<file path="src/rtl/dmem_ctrl.sv">
// Data-memory access controller between the EX/MEM register and the memory
// stage. It takes one load/store/halt request at a time, runs the multi-cycle
// stall/done handshake with memory, stalls upstream while an access is in
// flight and returns a one-cycle completion/error pulse to writeback.
module dmem_ctrl #(
  parameter int unsigned TIMEOUT = 15,
  parameter int unsigned CNT_W   = 4
) (
  input  logic        clk,
  input  logic        rst,
  input  logic        req_valid,
  input  logic [15:0] req_addr,
  input  logic [15:0] req_wdata,
  input  logic        req_write,
  input  logic        req_halt,
  input  logic        flush,
  input  logic        mem_stall,
  input  logic        mem_done,
  input  logic [15:0] mem_rdata,
  output logic        mem_enable,
  output logic        mem_write,
  output logic [15:0] mem_addr,
  output logic [15:0] mem_wdata,
  output logic        dump,
  output logic        stall,
  output logic        rsp_valid,
  output logic [15:0] rsp_rdata,
  output logic        rsp_err,
  output logic        halted
);

  typedef enum logic [1:0] {
    IDLE,
    ACCESS,
    WAIT,
    HALT
  } state_t;

  localparam logic [CNT_W-1:0] WAIT_LIMIT = CNT_W'(TIMEOUT);

  state_t           state;
  logic [CNT_W-1:0] wait_cnt;
  logic             drop;
  logic             lat_write;
  logic             squash;

  // Upstream is held for the whole time the controller is away from IDLE
  assign stall  = (state != IDLE);
  // A flush in the completing cycle squashes the response just like an earlier one
  assign squash = drop | flush;

  // Request sequencing, memory handshake and response generation
  always_ff @(posedge clk or negedge rst) begin
    if (!rst) begin
      state      <= IDLE;
      wait_cnt   <= '0;
      drop       <= 1'b0;
      lat_write  <= 1'b0;
      mem_enable <= 1'b0;
      mem_write  <= 1'b0;
      mem_addr   <= '0;
      mem_wdata  <= '0;
      dump       <= 1'b0;
      rsp_valid  <= 1'b0;
      rsp_rdata  <= '0;
      rsp_err    <= 1'b0;
      halted     <= 1'b0;
    end else begin
      rsp_valid <= 1'b0;
      rsp_err   <= 1'b0;
      rsp_rdata <= '0;
      dump      <= 1'b0;
      case (state)
        IDLE: begin
          if (req_valid && !flush) begin
            if (req_halt) begin
              dump  <= 1'b1;
              state <= HALT;
            end else if (req_addr[0]) begin
              rsp_valid <= 1'b1;
              rsp_err   <= 1'b1;
            end else begin
              mem_addr   <= req_addr;
              mem_wdata  <= req_wdata;
              lat_write  <= req_write;
              mem_enable <= 1'b1;
              mem_write  <= req_write;
              state      <= ACCESS;
            end
          end
        end
        ACCESS: begin
          if (flush) drop <= 1'b1;
          if (!mem_stall) begin
            mem_enable <= 1'b0;
            mem_write  <= 1'b0;
            if (mem_done) begin
              state     <= IDLE;
              drop      <= 1'b0;
              rsp_valid <= !squash;
              rsp_rdata <= (lat_write || squash) ? '0 : mem_rdata;
            end else begin
              state    <= WAIT;
              wait_cnt <= '0;
            end
          end
        end
        WAIT: begin
          if (flush) drop <= 1'b1;
          // done takes priority over an expiring timeout in the same cycle
          if (mem_done) begin
            state     <= IDLE;
            drop      <= 1'b0;
            rsp_valid <= !squash;
            rsp_rdata <= (lat_write || squash) ? '0 : mem_rdata;
          end else if (wait_cnt == WAIT_LIMIT) begin
            state     <= IDLE;
            drop      <= 1'b0;
            rsp_valid <= !squash;
            rsp_err   <= !squash;
          end else begin
            wait_cnt <= wait_cnt + 1'b1;
          end
        end
        HALT: begin
          halted <= 1'b1;
        end
        default: state <= IDLE;
      endcase
    end
  end

endmodule

</file>
<file path="config.mk">
export PLATFORM = sky130hd
export DESIGN_NAME = dmem_ctrl
export DESIGN_NICKNAME = d
export VERILOG_FILES = /design/src/rtl/dmem_ctrl.sv
export SDC_FILE = /design/constraint.sdc
export NUM_CORES = 1
export LEC_CHECK = 0
export ABC_AREA = 1
export CORE_ASPECT_RATIO = 1.1
export CORE_UTILIZATION = 32
export DETAILED_ROUTE_END_ITERATION = 7
export PLACE_DENSITY = 0.63
export SKIP_CTS_REPAIR_TIMING = 1
export SLEW_MARGIN = 20
export SYNTH_ARGS = -nofsm -noshare
export SYNTH_HDL_FRONTEND = slang
export SYNTH_SLANG_ARGS = --single-unit
export TNS_END_PERCENT = 10
</file>
<file path="constraint.sdc">
create_clock -name clk -period 3.7 [get_ports clk]
set_input_delay 0.37 -clock clk [delete_from_list [all_inputs] [get_ports clk]]
set_output_delay 0.37 -clock clk [all_outputs]
set_load 0.005 [all_outputs]
</file>
Word-level counts from Yosys, hierarchy flattened. Index checks and enable logic that the tools add are counted.

Flip-flop bits (word level): 61. Logic and storage cells: 88. Input bits: 56. Output and inout bits: 55.

Multiplexer cells: 45. Add/subtract/negate cells: 1. Bitwise operators: 3. Reductions and logical operators: 13. Equality and inequality tests: 13.

Operators by type and width (number): 16-bit 2-to-1 mux (3); 16-bit one-hot mux with 2 select lines (1); 1-bit 2-to-1 mux (23); 4-bit 2-to-1 mux (4); 5-bit AND reduction (3); 2-bit 2-to-1 mux (7); 2-bit inequality test, second input constant (7); 1-bit one-hot mux with 2 select lines (4); 4-bit one-hot mux with 2 select lines (1); 3-bit inequality test, second input constant (2); 2-bit one-hot mux with 3 select lines (1); 2-bit nonzero test (3); 4-bit by 1-bit adder with 4-bit output, second input constant (1); 2-bit equality test, second input constant (2); 4-bit equality test, second input constant (1); 4-bit AND reduction (1); 1-bit one-hot mux with 3 select lines (1); 3-bit nonzero test (1); 2-bit by 1-bit equality test with 1-bit output, second input constant (1); 1-bit zero test (2); 2-bit zero test (1); 1-bit NOT (2); 1-bit logical AND (1); 1-bit logical OR (1); 1-bit OR (1).

Logic depth before layout (Yosys ltp).
Word-level depth: 6. Depth in mapped cells: 9. Mapped depth without buffers: 9.

Worst setup path after synthesis. No wires, ideal clock.

Path type: register to register. Start point: register state[0]. End point: register rsp_rdata[0]. Setup time: 0.080 ns. Arrival time: 1.343 ns. Buffers on the path: 1. Slack: 2.278 ns. Cell stages (with the launch flop): 8. Data required time: 3.620 ns. Path through: dfrtp_1 -> inv_1 -> ha_1 -> inv_2 -> nor2_2 -> nand2_2 -> buf_4 -> nor3b_2.

Word-level cells in the longest chain between the ends: 2. Elaborated cells on any way between the ends: 3.

RTL lines: start, declared (RTL line 41) `state_t state;`; start signal, assigned (RTL line 55) `state <= IDLE;`; start signal, assigned (RTL line 78) `state <= HALT;`; start signal, assigned (RTL line 88) `state <= ACCESS;`; 2-bit equality test / 2-bit by 1-bit equality test with 1-bit output (equally long branches) (RTL line 73) `case (state)`; 16-bit one-hot mux with 2 select lines * (RTL line 73); end signal, assigned (RTL line 101) `rsp_rdata <= (lat_write || squash) ? '0 : mem_rdata;`; end signal, assigned (RTL line 115) `rsp_rdata <= (lat_write || squash) ? '0 : mem_rdata;`; end, declared (RTL line 27) `output logic [15:0] rsp_rdata,`.

Every way passes the cells marked *; elsewhere a longest branch is shown, timed or not. A chain may end at the register's enable or synchronous reset.

Final worst setup path.
Start point: register state[1]. End point: register mem_wdata[13].

Word-level cells in the longest chain between the ends: 2.

RTL lines: 2-bit zero test (RTL line 73); 4-bit AND reduction (no line); end signal, assigned (RTL line 84) `mem_wdata <= req_wdata;`; end, declared (RTL line 23) `output logic [15:0] mem_wdata,`.

No other way between the ends.

==> metrics.txt <==
status completed; Crit Path Class reg2reg; overall via count from detail_route 2150; antenna violations before repair 0; fraction of final layout cells sized beyond drive strength 1 21.2%; H-tree depth 3; post-detailed-route count of antenna-violating nets 0; setup repair after global routing missed its margin false; max-slew violation count 0; I/O Buffers 109; warning count from the yosys run 0; number of buffers created by CTS 9; Slew headroom 39.7%; die extent in x 91.8 um; number of distinct library cells after synthesis 24; count of clock tree sinks 61; Area contributors post-synth dfrtp_1 54%, o21ai_2 10%, nand2_1 6.3%; Netlist Area Pre-Place 2840 um^2; Ant. Diodes 0; number of nets in the synthesized netlist 337; crit path capture type register; remaining global-route overflow 0; number of DRC markers in iteration 0 36; Core Region 8500 um^2; Crit path required time 3.89 ns; area overhead of the layout relative to synthesis 45.8%; syn avg cell area 10.3 um^2; slowest CP cell nand3_4; global-route wire length before repair 10100 um; Placement Rows 35; slowest cell delay on critical path 0.63 ns; router iterations before antenna repair 4; fraction of synthesized cell area taken by the top area cell type 53.7%; detailed-route DRC error count 0; DP Worst Slack 1.40 ns; number of nets in the layout 449; clock slew at reported path FFs 0.07 ns; Setup TNS 0 ns; transition time of the tightest slew-check pin 0.905 ns; total of flip-flops plus latches after synthesis 61; Die H 101 um; count of fill cells added during filler insertion 837; Maximum Capacitance Violations 0; critical path peak fanout 64; crit path setup slack, layout 1.51 ns; endpoints failing hold 0; HPWL after detailed placement 4480 um; power per cell area 594 nW/um^2; number of top-level pins 111; static leakage 0.00193 uW; clock buffer depth 2; clock tree from TritonCTS built; worst-case clock skew 0.00384 ns; number of global-route vias before repair 2106; cells traversed along the worst timing path inv_1 > ha_1 > nand3_2 > inv_2 > nand3_4 > nand2_1 > o21ai_2; insertion delay to the later sink of the worst-skew pair 0.33 ns; Final Cycle Share 59.2%; starting utilization of the core area 33.4%; final routed wire length divided by cell count 12.3 um; cell taking the most area after synthesis dfrtp_1; classification of the worst-slack hold path in2async; root buffer cell clkbuf_8; time the worst path needs with I/O delays and setup 2.19 ns; via density per instance 4.27; data arrival time of the critical path 2.38 ns; number of instances in the synthesized netlist 275; final weighted congestion in routability-driven placement 0.785; total track usage 14.1%; final routed wirelength across all metal layers 6170 um; Reg2Reg Setup Slack 1.51 ns; sequential element share of the synthesized area 53.7%; pin count of the biggest net entering global routing 65; IR drop worst, VDD 0.171 mV; Die Footprint 9260 um^2; Highest Clock Rate 0.456 GHz; final setup violation count 0; nature of the critical path startpoint register
synthesized netlist by cell type:
library cell	count
nor2_2	2
inv_2	5
conb_1	1
nor3_1	1
buf_6	7
nand2_2	11
inv_1	42
o21ai_0	7
or2_2	1
nand2_4	2
nand3_4	2
o31ai_1	1
nand4_1	5
buf_4	2
nand3_1	9
ha_1	6
nand2_1	48
nor2_1	10
dfrtp_1	61
o21ai_2	33
nor3b_1	6
nor3b_2	10
a21oi_1	2
nand3_2	1
flip-flops by register name, summed over array words and instances, names as in the netlist:
signal      count
dump            1
rsp_valid       1
mem_addr       15
drop            1
mem_write       1
mem_enable      1
rsp_rdata      16
wait_cnt        4
mem_wdata      16
halted          1
rsp_err         1
state           2
lat_write       1
final timing paths:
check	from	endpoint	cells after the start
max	state[1]	mem_wdata[13]	7
min	rst	mem_wdata[11]	1
max reg2reg	state[1]	mem_wdata[13]	7
min reg2reg	mem_wdata[2]	mem_wdata[2]	2
max in group asynchronous	rst	mem_wdata[14]	2
min in group clk	mem_wdata[2]	mem_wdata[2]	2
where the power goes:
group | switching (uW) | internal [uW]
logic | 450 | 540
clock network | 250 | 238
registers | 121 | 861
total | 821 | 1640
layout by cell type (no fill, tap or decap):
cell type	n
a21oi_1	2
buf_4	2
clkbuf_1	2
clkbuf_8	9
clkdlybuf4s50_1	108
clkinv_2	4
clkinvlp_4	1
conb_1	1
dfrtp_1	61
ha_1	6
inv_1	42
inv_2	5
nand2_1	48
nand2_2	11
nand2_4	2
nand3_1	9
nand3_2	1
nand3_4	2
nand4_1	5
nor2_1	10
nor2_2	2
nor3_1	1
nor3b_1	6
nor3b_2	10
o21ai_0	7
o21ai_2	33
o31ai_1	1
or2_2	1
metal layers:
metal / wire, um / global-route usage (%)
met3: 301 / 3.24
met2: 2870 / 22.0
met1: 2870 / 18.4
met4: 125 / 7.21
met5: 0 / 0
critical path, delay by kind of cell (launching register included):
family	cells	cell delay [ns]
flops	1	0.43
compound gates	1	0.08
buf+inv	2	0.20
fa+ha+maj	1	0.27
simple gates	3	1.04
final cells by class:
| type | count | area [um^2] | share of cell area, % |
|---|---|---|---|
| Sequential cell | 61 | 1530 | 36.9 |
| Timing Repair Buffer | 110 | 1100 | 26.5 |
| Multi-Input combinational cell | 158 | 1040 | 25.2 |
| Inverter | 47 | 176 | 4.26 |
| Tap cell | 111 | 139 | 3.35 |
| Clock buffer | 11 | 131 | 3.17 |
| Clock inverter | 5 | 27.5 | 0.665 |
metrics by stage:
step	hold slack (ns)	instance area [um^2]	utilization [%]	total power (uW)	instances
4_1_cts	0.245	4140	48.7	2500	503
3_5_place_dp	0.467	3980	46.8	1990	487
5_1_grt	0.0655	4140	48.7	2650	503
2_1_floorplan	0.0744	2840	-	1490	275
3_3_place_gp	0.463	3980	46.8	1970	487
6_report	0.0321	4140	48.7	2460	503
cell families (layout without fill, tap and decap cells):
group                    count (synthesis)  after routing  synth area share, %
flip-flops                              61             61                 53.7
AO/OA/AOI/OAI                           43             43                 12.0
AND/OR/NAND/NOR                        108            108                 22.0
buffers and inverters                   56            173                 9.51
other                                    1              1                0.132
adder cells (fa/ha/maj)                  6              6                 2.64
Note: power is estimated with default switching activity, not from simulation.
